--- src/rtl/bp_initiator_pkg.sv ---
// Shared definitions for the bytepipe initiator: command byte layout,
// burst register constants and the FSM state encoding.
package bp_initiator_pkg;

  // Bit of the command byte that selects write (1) or read (0)
  localparam int CMD_WR_BIT = 7;

  // The responder keeps its burst-length register at this address
  localparam logic [6:0] BURST_ADDR = 7'd0;

  // Command byte that writes the burst-length register
  localparam logic [7:0] BURST_SET_CMD = 8'h80;

  typedef enum logic [2:0] {
    IDLE,
    SETB,
    LEN,
    ACKB,
    CMD,
    WDAT,
    RECV
  } bpState_e;

  // Build a command byte from the write flag and the target address
  function automatic logic [7:0] makeCmd(input logic wr, input logic [6:0] addr);
    logic [7:0] cmd;
    cmd = {1'b0, addr};
    cmd[CMD_WR_BIT] = wr;
    return cmd;
  endfunction

endpackage

--- src/rtl/bp_initiator_if.sv ---
// Request, bytepipe and response channels of the initiator. Signal names
// keep the direction prefix as seen from the initiator (master).
interface bp_initiator_if;

  logic       i_req_valid;
  logic       o_req_ready;
  logic       i_req_wr;
  logic [6:0] i_req_addr;
  logic [7:0] i_req_data;
  logic [7:0] i_req_len;

  logic [7:0] o_bp_data;
  logic       o_bp_valid;
  logic       i_bp_ready;
  logic [7:0] i_bp_data;
  logic       i_bp_valid;
  logic       o_bp_ready;

  logic [7:0] o_rsp_data;
  logic       o_rsp_valid;
  logic       i_rsp_ready;
  logic       o_rsp_last;

  logic       o_busy;

  modport master (
    input  i_req_valid, i_req_wr, i_req_addr, i_req_data, i_req_len,
    input  i_bp_ready, i_bp_data, i_bp_valid, i_rsp_ready,
    output o_req_ready, o_bp_data, o_bp_valid, o_bp_ready,
    output o_rsp_data, o_rsp_valid, o_rsp_last, o_busy
  );

  modport slave (
    output i_req_valid, i_req_wr, i_req_addr, i_req_data, i_req_len,
    output i_bp_ready, i_bp_data, i_bp_valid, i_rsp_ready,
    input  o_req_ready, o_bp_data, o_bp_valid, o_bp_ready,
    input  o_rsp_data, o_rsp_valid, o_rsp_last, o_busy
  );

endinterface

--- src/rtl/bp_initiator.sv ---
// Bytepipe initiator: serialises one request into command/length/data bytes
// for a bytepipe responder and streams the response bytes back with a last
// flag. Multi-byte reads either program the responder burst register once
// (BURST_EN=1) or repeat a single-read command per byte (BURST_EN=0).
module bp_initiator
  import bp_initiator_pkg::*;
#(
  parameter bit BURST_EN = 1'b1
) (
  input  logic           i_clk,
  input  logic           i_rst,
  input  logic           i_cg,
  bp_initiator_if.master bus
);

  bpState_e   state_q;
  logic       wr_q;
  logic [6:0] addr_q;
  logic [7:0] data_q;
  logic [7:0] len_q;
  logic [7:0] cnt_q;
  logic [7:0] reqLenEff;
  logic       rspXfer;

  // Writes and reads of the burst register always return exactly one byte
  always_comb begin
    reqLenEff = (bus.i_req_wr || (bus.i_req_addr == BURST_ADDR)) ? 8'd0 : bus.i_req_len;
  end

  // A response byte is consumed only when the user takes it
  always_comb begin
    rspXfer = bus.i_bp_valid && bus.i_rsp_ready;
  end

  // Transaction FSM plus latched request; everything freezes while i_cg is low
  always_ff @(posedge i_clk or posedge i_rst) begin
    if (i_rst) begin
      state_q <= IDLE;
      wr_q    <= 1'b0;
      addr_q  <= 7'd0;
      data_q  <= 8'd0;
      len_q   <= 8'd0;
      cnt_q   <= 8'd0;
    end else if (i_cg) begin
      case (state_q)
        IDLE: begin
          if (bus.i_req_valid) begin
            wr_q   <= bus.i_req_wr;
            addr_q <= bus.i_req_addr;
            data_q <= bus.i_req_data;
            len_q  <= reqLenEff;
            cnt_q  <= reqLenEff;
            if (!bus.i_req_wr && BURST_EN && (reqLenEff != 8'd0)) begin
              state_q <= SETB;
            end else begin
              state_q <= CMD;
            end
          end
        end
        SETB: if (bus.i_bp_ready) state_q <= LEN;
        LEN:  if (bus.i_bp_ready) state_q <= ACKB;
        ACKB: if (bus.i_bp_valid) state_q <= CMD;
        CMD: begin
          if (bus.i_bp_ready) begin
            state_q <= wr_q ? WDAT : RECV;
          end
        end
        WDAT: if (bus.i_bp_ready) state_q <= RECV;
        RECV: begin
          if (rspXfer) begin
            if (cnt_q == 8'd0) begin
              state_q <= IDLE;
            end else begin
              cnt_q   <= cnt_q - 8'd1;
              state_q <= (BURST_EN || wr_q) ? RECV : CMD;
            end
          end
        end
        default: state_q <= IDLE;
      endcase
    end
  end

  // Bus outputs are decoded from the state and the latched request only;
  // the response path in RECV is a straight pass-through so the user owns
  // backpressure. Ready for a new request is withheld while reset is active.
  always_comb begin
    bus.o_req_ready = 1'b0;
    bus.o_bp_data   = 8'd0;
    bus.o_bp_valid  = 1'b0;
    bus.o_bp_ready  = 1'b0;
    bus.o_rsp_data  = 8'd0;
    bus.o_rsp_valid = 1'b0;
    bus.o_rsp_last  = 1'b0;
    bus.o_busy      = (state_q != IDLE);
    case (state_q)
      IDLE: bus.o_req_ready = !i_rst;
      SETB: begin
        bus.o_bp_valid = 1'b1;
        bus.o_bp_data  = BURST_SET_CMD;
      end
      LEN: begin
        bus.o_bp_valid = 1'b1;
        bus.o_bp_data  = len_q;
      end
      ACKB: bus.o_bp_ready = 1'b1;
      CMD: begin
        bus.o_bp_valid = 1'b1;
        bus.o_bp_data  = makeCmd(wr_q, addr_q);
      end
      WDAT: begin
        bus.o_bp_valid = 1'b1;
        bus.o_bp_data  = data_q;
      end
      RECV: begin
        bus.o_rsp_data  = bus.i_bp_data;
        bus.o_rsp_valid = bus.i_bp_valid;
        bus.o_bp_ready  = bus.i_rsp_ready;
        bus.o_rsp_last  = bus.i_bp_valid && (cnt_q == 8'd0);
      end
      default: bus.o_busy = 1'b1;
    endcase
  end

endmodule

--- src/flat_wrapper.sv ---
// flat-port wrapper written by rule: the top's interface ports become plain ports
module bp_initiator_flat import bp_initiator_pkg::*;
#(
  parameter bit BURST_EN = 1'b1
)
  (i_clk, i_rst, i_cg, bus_i_req_valid, bus_i_req_wr, bus_i_req_addr, bus_i_req_data, bus_i_req_len, bus_i_bp_ready, bus_i_bp_data, bus_i_bp_valid, bus_i_rsp_ready, bus_o_req_ready, bus_o_bp_data, bus_o_bp_valid, bus_o_bp_ready, bus_o_rsp_data, bus_o_rsp_valid, bus_o_rsp_last, bus_o_busy);
  bp_initiator_if bus_i ();
  input  logic i_clk;
  input  logic i_rst;
  input  logic i_cg;
  input wire logic [$bits(bus_i.i_req_valid)-1:0] bus_i_req_valid;
  input wire logic [$bits(bus_i.i_req_wr)-1:0] bus_i_req_wr;
  input wire logic [$bits(bus_i.i_req_addr)-1:0] bus_i_req_addr;
  input wire logic [$bits(bus_i.i_req_data)-1:0] bus_i_req_data;
  input wire logic [$bits(bus_i.i_req_len)-1:0] bus_i_req_len;
  input wire logic [$bits(bus_i.i_bp_ready)-1:0] bus_i_bp_ready;
  input wire logic [$bits(bus_i.i_bp_data)-1:0] bus_i_bp_data;
  input wire logic [$bits(bus_i.i_bp_valid)-1:0] bus_i_bp_valid;
  input wire logic [$bits(bus_i.i_rsp_ready)-1:0] bus_i_rsp_ready;
  output wire logic [$bits(bus_i.o_req_ready)-1:0] bus_o_req_ready;
  output wire logic [$bits(bus_i.o_bp_data)-1:0] bus_o_bp_data;
  output wire logic [$bits(bus_i.o_bp_valid)-1:0] bus_o_bp_valid;
  output wire logic [$bits(bus_i.o_bp_ready)-1:0] bus_o_bp_ready;
  output wire logic [$bits(bus_i.o_rsp_data)-1:0] bus_o_rsp_data;
  output wire logic [$bits(bus_i.o_rsp_valid)-1:0] bus_o_rsp_valid;
  output wire logic [$bits(bus_i.o_rsp_last)-1:0] bus_o_rsp_last;
  output wire logic [$bits(bus_i.o_busy)-1:0] bus_o_busy;
  assign bus_i.i_req_valid = bus_i_req_valid;
  assign bus_i.i_req_wr = bus_i_req_wr;
  assign bus_i.i_req_addr = bus_i_req_addr;
  assign bus_i.i_req_data = bus_i_req_data;
  assign bus_i.i_req_len = bus_i_req_len;
  assign bus_i.i_bp_ready = bus_i_bp_ready;
  assign bus_i.i_bp_data = bus_i_bp_data;
  assign bus_i.i_bp_valid = bus_i_bp_valid;
  assign bus_i.i_rsp_ready = bus_i_rsp_ready;
  assign bus_o_req_ready = bus_i.o_req_ready;
  assign bus_o_bp_data = bus_i.o_bp_data;
  assign bus_o_bp_valid = bus_i.o_bp_valid;
  assign bus_o_bp_ready = bus_i.o_bp_ready;
  assign bus_o_rsp_data = bus_i.o_rsp_data;
  assign bus_o_rsp_valid = bus_i.o_rsp_valid;
  assign bus_o_rsp_last = bus_i.o_rsp_last;
  assign bus_o_busy = bus_i.o_busy;
  bp_initiator #(.BURST_EN(BURST_EN)) u_core (.i_clk(i_clk), .i_rst(i_rst), .i_cg(i_cg), .bus(bus_i));
endmodule
--- config.mk ---
export PLATFORM = sky130hd
export DESIGN_NAME = bp_initiator_flat
export DESIGN_NICKNAME = d
export VERILOG_FILES = /design/src/rtl/bp_initiator_pkg.sv /design/src/rtl/bp_initiator_if.sv /design/src/rtl/bp_initiator.sv /design/src/flat_wrapper.sv
export SDC_FILE = /design/constraint.sdc
export NUM_CORES = 1
export LEC_CHECK = 0
export CAP_MARGIN = 20
export CORE_UTILIZATION = 51
export DETAILED_ROUTE_END_ITERATION = 6
export PLACE_DENSITY = 0.86
export SYNTH_ARGS = -nofsm -noshare
export SYNTH_HDL_FRONTEND = slang
export SYNTH_SLANG_ARGS = --single-unit
--- constraint.sdc ---
create_clock -name i_clk -period 4.5 [get_ports i_clk]
set_input_delay 0.9 -clock i_clk [delete_from_list [all_inputs] [get_ports i_clk]]
set_output_delay 0.9 -clock i_clk [all_outputs]
set_load 0.05 [all_outputs]
======== Yosys cells after proc, flatten, opt, wreduce, memory -nomap -nowiden ========
Cells that the tools add are included.
word-level totals
  register bits after elaboration ......... 35
  input port bits ......................... 39
  output and inout bits ................... 22
  logic and storage cells ................. 62
cells by class
  add/subtract/negate cells ............... 1
  eq/ne operators ......................... 14
  multiplexer cells ....................... 24
  reductions and logical operators ........ 17
operators by type and width
  cell                                                  number
  2-to-1 mux 8 bit                                      5
  one-hot mux 8 bit (4 select lines)                    1
  2-to-1 mux 3 bit                                      9
  one-hot mux 3 bit (7 select lines)                    1
  one-hot mux 8 bit (2 select lines)                    1
  != test 2 bit (second input constant)                 7
  equality test 3 bit (second input constant)           3
  zero test 8 bit                                       1
  AND reduction 8 bit                                   1
  nonzero test 8 bit                                    1
  subtractor 8 x 1 -> 8 bit (second input constant)     1
  zero test 7 bit                                       1
  OR reduction 7 bit                                    1
  equality test 3 x 2 -> 1 bit (second input constant)  2
  2-to-1 mux 1 bit                                      5
  AND reduction 5 bit                                   1
  OR reduction 4 bit                                    1
  equality test 3 x 1 -> 1 bit (second input constant)  1
  logical AND 1 bit                                     3
  zero test 3 bit                                       1
  AND reduction 3 bit                                   1
  nonzero test 3 bit                                    1
  zero test 1 bit                                       2
  2-to-1 mux 2 bit                                      1
  4 further kinds                                       4

======== Longest topological paths before layout ========
  depth after elaboration ................. 8
  depth in mapped cells ................... 8
  gate-level depth less buffers ........... 7

======== Worst setup path before layout ========
OpenSTA, ideal clock, no wires.
  path kind ............................... reg-to-output
  start point ............................. register u_core.state_q[2]
  end point ............................... output port bus_o_bp_data[0]
  arrival ................................. 2.195 ns
  data required time ...................... 3.600 ns
  setup slack ............................. 1.405 ns
  cell stages (with the launch flop) ...... 6
  buffers on the path ..................... 2
  cell sequence ........................... dfrtp_1 > buf_2 > clkbuf_1 > nor2_1 > a22oi_1 > o21ai_0
on the way
  longest elaborated chain between the ends .. 2
  elaborated cells on any way between the ends .. 5
  classes of those cells .................. eq/ne: 4; mux: 1
ends and longest elaborated chain
  item                                               RTL line            text
  from (decl)                                        bp_initiator.sv:16  bpState_e state_q;
  from (signal assigned)                             bp_initiator.sv:65  state_q <= wr_q ? WDAT : RECV;
  from (signal assigned)                             bp_initiator.sv:75  state_q <= (BURST_EN || wr_q) ? RECV : CMD;
  equality test 3 bit, or another cell as far along  bp_initiator.sv:96  case (state_q)
  one-hot mux 8 bit (4 select lines) (*)             bp_initiator.sv:96
  to (decl)                                          flat_wrapper.sv:21  output wire logic [$bits(bus_i.o_bp_data)-1:0] bus_o_bp_data;
Every way passes the cells marked *; elsewhere a longest branch is shown, timed or not.

======== Final worst setup path ========
  start point ............................. register u_core.cnt_q[3]
  end point ............................... output port bus_o_rsp_last
on the way
  longest elaborated chain between the ends .. 3
ends and longest elaborated chain
  item                    RTL line             text
  from (decl)             bp_initiator.sv:21   logic [7:0] cnt_q;
  from (signal assigned)  bp_initiator.sv:52   cnt_q <= reqLenEff;
  from (signal assigned)  bp_initiator.sv:74   cnt_q <= cnt_q - 8'd1;
  zero test 8 bit         bp_initiator.sv:119  bus.o_rsp_last = bus.i_bp_valid && (cnt_q == 8'd0);
  logical AND 1 bit       bp_initiator.sv:119
  2-to-1 mux 1 bit        bp_initiator.sv:96
  to (decl)               flat_wrapper.sv:26   output wire logic [$bits(bus_i.o_rsp_last)-1:0] bus_o_rsp_last;
No other way between the ends.

==> impl_metrics.env <==
export IMPL_hold_buffers=0
export IMPL_syn_area_um2=2020
export IMPL_grt_pass1_wl_um=8720
export IMPL_p_per_area_nw_per_um2=555
export IMPL_die_y_um=64.9
export IMPL_seq_area_frac_synth=0.435
export IMPL_gr_total_overflow=0
export IMPL_clock_skew_ps=4.59
export IMPL_place_congestion=0.865
export IMPL_seqPwrFrac=0.344
export IMPL_io_pins=61
export IMPL_core_area_um2=3720
export IMPL_avgSynthCellArea_um2=8.43
export IMPL_dieArea_um2=4210
export IMPL_fmax_mhz=279
export IMPL_grt_pass1_vias=1873
export IMPL_area_delta_synth_final_pct=35.8
export IMPL_wl_um=5170
export IMPL_first_iter_violations=240
export IMPL_cp_max_fo=6
export IMPL_final_layout_size_suffix_gt1_frac=0.0608
export IMPL_drc=0
export IMPL_place_hpwl_um=3710
export IMPL_first_pass_iters=4
export IMPL_clk_pin_slew_ps=70
export IMPL_yosysTopAreaCell="dfrtp_1"
export IMPL_fin_crit_ps=3580
export IMPL_die_w_um=64.9
export IMPL_crit_path_end_kind="primary output"
export IMPL_htree_num_levels=2
export IMPL_synth_nets=280
export IMPL_power_share_clock=0.146
export IMPL_path_class="register to primary output"
export IMPL_diodes=0
export IMPL_finalHoldViolCount=0
export IMPL_yosysWarnings=0
export IMPL_ys_types=40
export IMPL_synth_async_reset_ratio=1.00
export IMPL_cts_buffers=5
export IMPL_num_fill_cells=273
export IMPL_grt_max_degree=28
export IMPL_clock_sinks=35
export IMPL_track_usage=0.274
export IMPL_hold_ws_ps=483
export IMPL_fp_row_count=22
export IMPL_finalSetupViolCount=0
export IMPL_regToRegSetupSlack_ps=2130
export IMPL_finalNetCount=336
export IMPL_syn_inst=239
export IMPL_hold_class="register to register"
export IMPL_combPwrFrac=0.510
export IMPL_viasPerCell=5.64
export IMPL_root_buffer="clkbuf_8"
export IMPL_synth_area_leaders="dfrtp_1, nand2_1, o21ai_0"
export IMPL_synth_seq_cells=35
export IMPL_startpoint_type="register"
export IMPL_status="complete, no violations"
export IMPL_power_switching_mw=0.701
export IMPL_p_leak_nw=1.23
export IMPL_synth_most_common_cell="nand2_1"
export IMPL_portBuffers=60
export IMPL_antenna_found_initial=0
export IMPL_wl_per_cell_um=15.0
export IMPL_cts_tree="yes"
export IMPL_cts_path_max_buffers=2
export IMPL_synth_edf_count=0
export IMPL_cts_setup_buffers=0
export IMPL_maxCapViolCount=0
export IMPL_swShare=0.462
export IMPL_fin_crit_sh=0.796
export IMPL_rsz0062_at_grt="false"
export IMPL_drv_slew=0
export IMPL_ctsResizeCount=0
export IMPL_worst_ep_arrival_time_ps=2680
export IMPL_cp_required_ps=3600
export IMPL_vdd_drop_max_mv=0.317
export IMPL_netlist_area_leader_share=0.435
export IMPL_vias=1940
export IMPL_internal_power_mw=0.818
export IMPL_tightest_slew_ps=710
export IMPL_ant_nets=0
export IMPL_initial_core_util=0.542
export IMPL_tns_ps=0
export IMPL_ys_flop_type="dfrtp_1"
export IMPL_synth_common_cells="nand2_1, dfrtp_1, o21ai_0"
export IMPL_slew_limit_headroom=0.526
export IMPL_clkLatencyLatePin_ps=290
-- layer usage --
metal  track usage  vias up  wire [um]
met5             0        -          0
met4        0.0861        0         46
met3        0.0827        5        332
met2         0.427       73       2490
met1         0.364      923       2300
li1              -      939          -
-- layout make-up --
class / instances / area, um2 / share of cell area
Clock inverter: 1 / 5.00 / 0.00183
Timing Repair Buffer: 64 / 651 / 0.238
Sequential cell: 35 / 876 / 0.320
Inverter: 12 / 45.0 / 0.0165
Clock buffer: 7 / 76.3 / 0.0279
Multi-Input combinational cell: 177 / 1020 / 0.374
Tap cell: 48 / 60.1 / 0.0219
-- metrics by stage --
stage / area (um2) / setup slack [ps] / utilization / instances / power (mW)
5_1_grt: 2740 / 684 / 0.736 / 344 / 1.62
2_1_floorplan: 2020 / 1410 / - / 239 / 1.06
3_3_place_gp: 2630 / 1000 / 0.707 / 335 / 1.28
3_5_place_dp: 2630 / 971 / 0.707 / 335 / 1.29
6_report: 2740 / 917 / 0.736 / 344 / 1.52
4_1_cts: 2710 / 904 / 0.729 / 343 / 1.52
-- power by group through the flow --
stage / Sequential, mW / Combinational (mW) / Clock, mW
global route: 0.541 / 0.839 / 0.240
finish: 0.523 / 0.775 / 0.221
floorplan: 0.468 / 0.589 / 0
global placement: 0.520 / 0.757 / 0
detailed placement: 0.523 / 0.769 / 0
CTS: 0.520 / 0.773 / 0.223
-- sequential cells by signal, summed over array words and instances (netlist names) --
name            count
u_core.wr_q         1
u_core.len_q        8
u_core.addr_q       7
u_core.cnt_q        8
u_core.state_q      3
u_core.data_q       8
-- critical path, cell delays in order (launching register included) --
cell             delay [ps]
dfrtp_1                 430
or4_4                   590
nor4_1                  390
and2_1                  200
clkdlybuf4s50_1         790
-- final timing paths --
check	start	endpoint	cells past startpoint
max	u_core.cnt_q[3]$_DFFE_PP0P_	bus_o_rsp_last	4
min in group asynchronous	i_rst	u_core.cnt_q[0]$_DFFE_PP0P_	2
max reg2reg	u_core.state_q[0]$_DFFE_PP0P_	u_core.cnt_q[0]$_DFFE_PP0P_	4
min	u_core.data_q[6]$_DFFE_PP0P_	u_core.data_q[6]$_DFFE_PP0P_	2
max in group asynchronous	i_rst	u_core.wr_q$_DFFE_PP0P_	4
min reg2reg	u_core.data_q[6]$_DFFE_PP0P_	u_core.data_q[6]$_DFFE_PP0P_	2
-- cells by family (layout without fill, tap and decap cells) --
logic type / Yosys count / in the layout / share of synthesized area
xor+xnor: 2 / 2 / 0.00869
buf+inv: 27 / 84 / 0.0577
mux: 2 / 2 / 0.0106
compound gates: 66 / 66 / 0.235
fa+ha+maj: 2 / 2 / 0.0124
simple gates: 105 / 105 / 0.241
flops: 35 / 35 / 0.435
-- cells in the final DEF, fill, tap and decap left out, types with 8 or more instances in the layout --
cell type,n
a22oi_1,10
nand2_1,59
dfrtp_1,35
nor2_1,10
inv_1,12
and2_1,13
a22o_1,8
a21oi_1,9
o21ai_0,18
clkdlybuf4s50_1,60
Power figures use the tool's default switching activity.
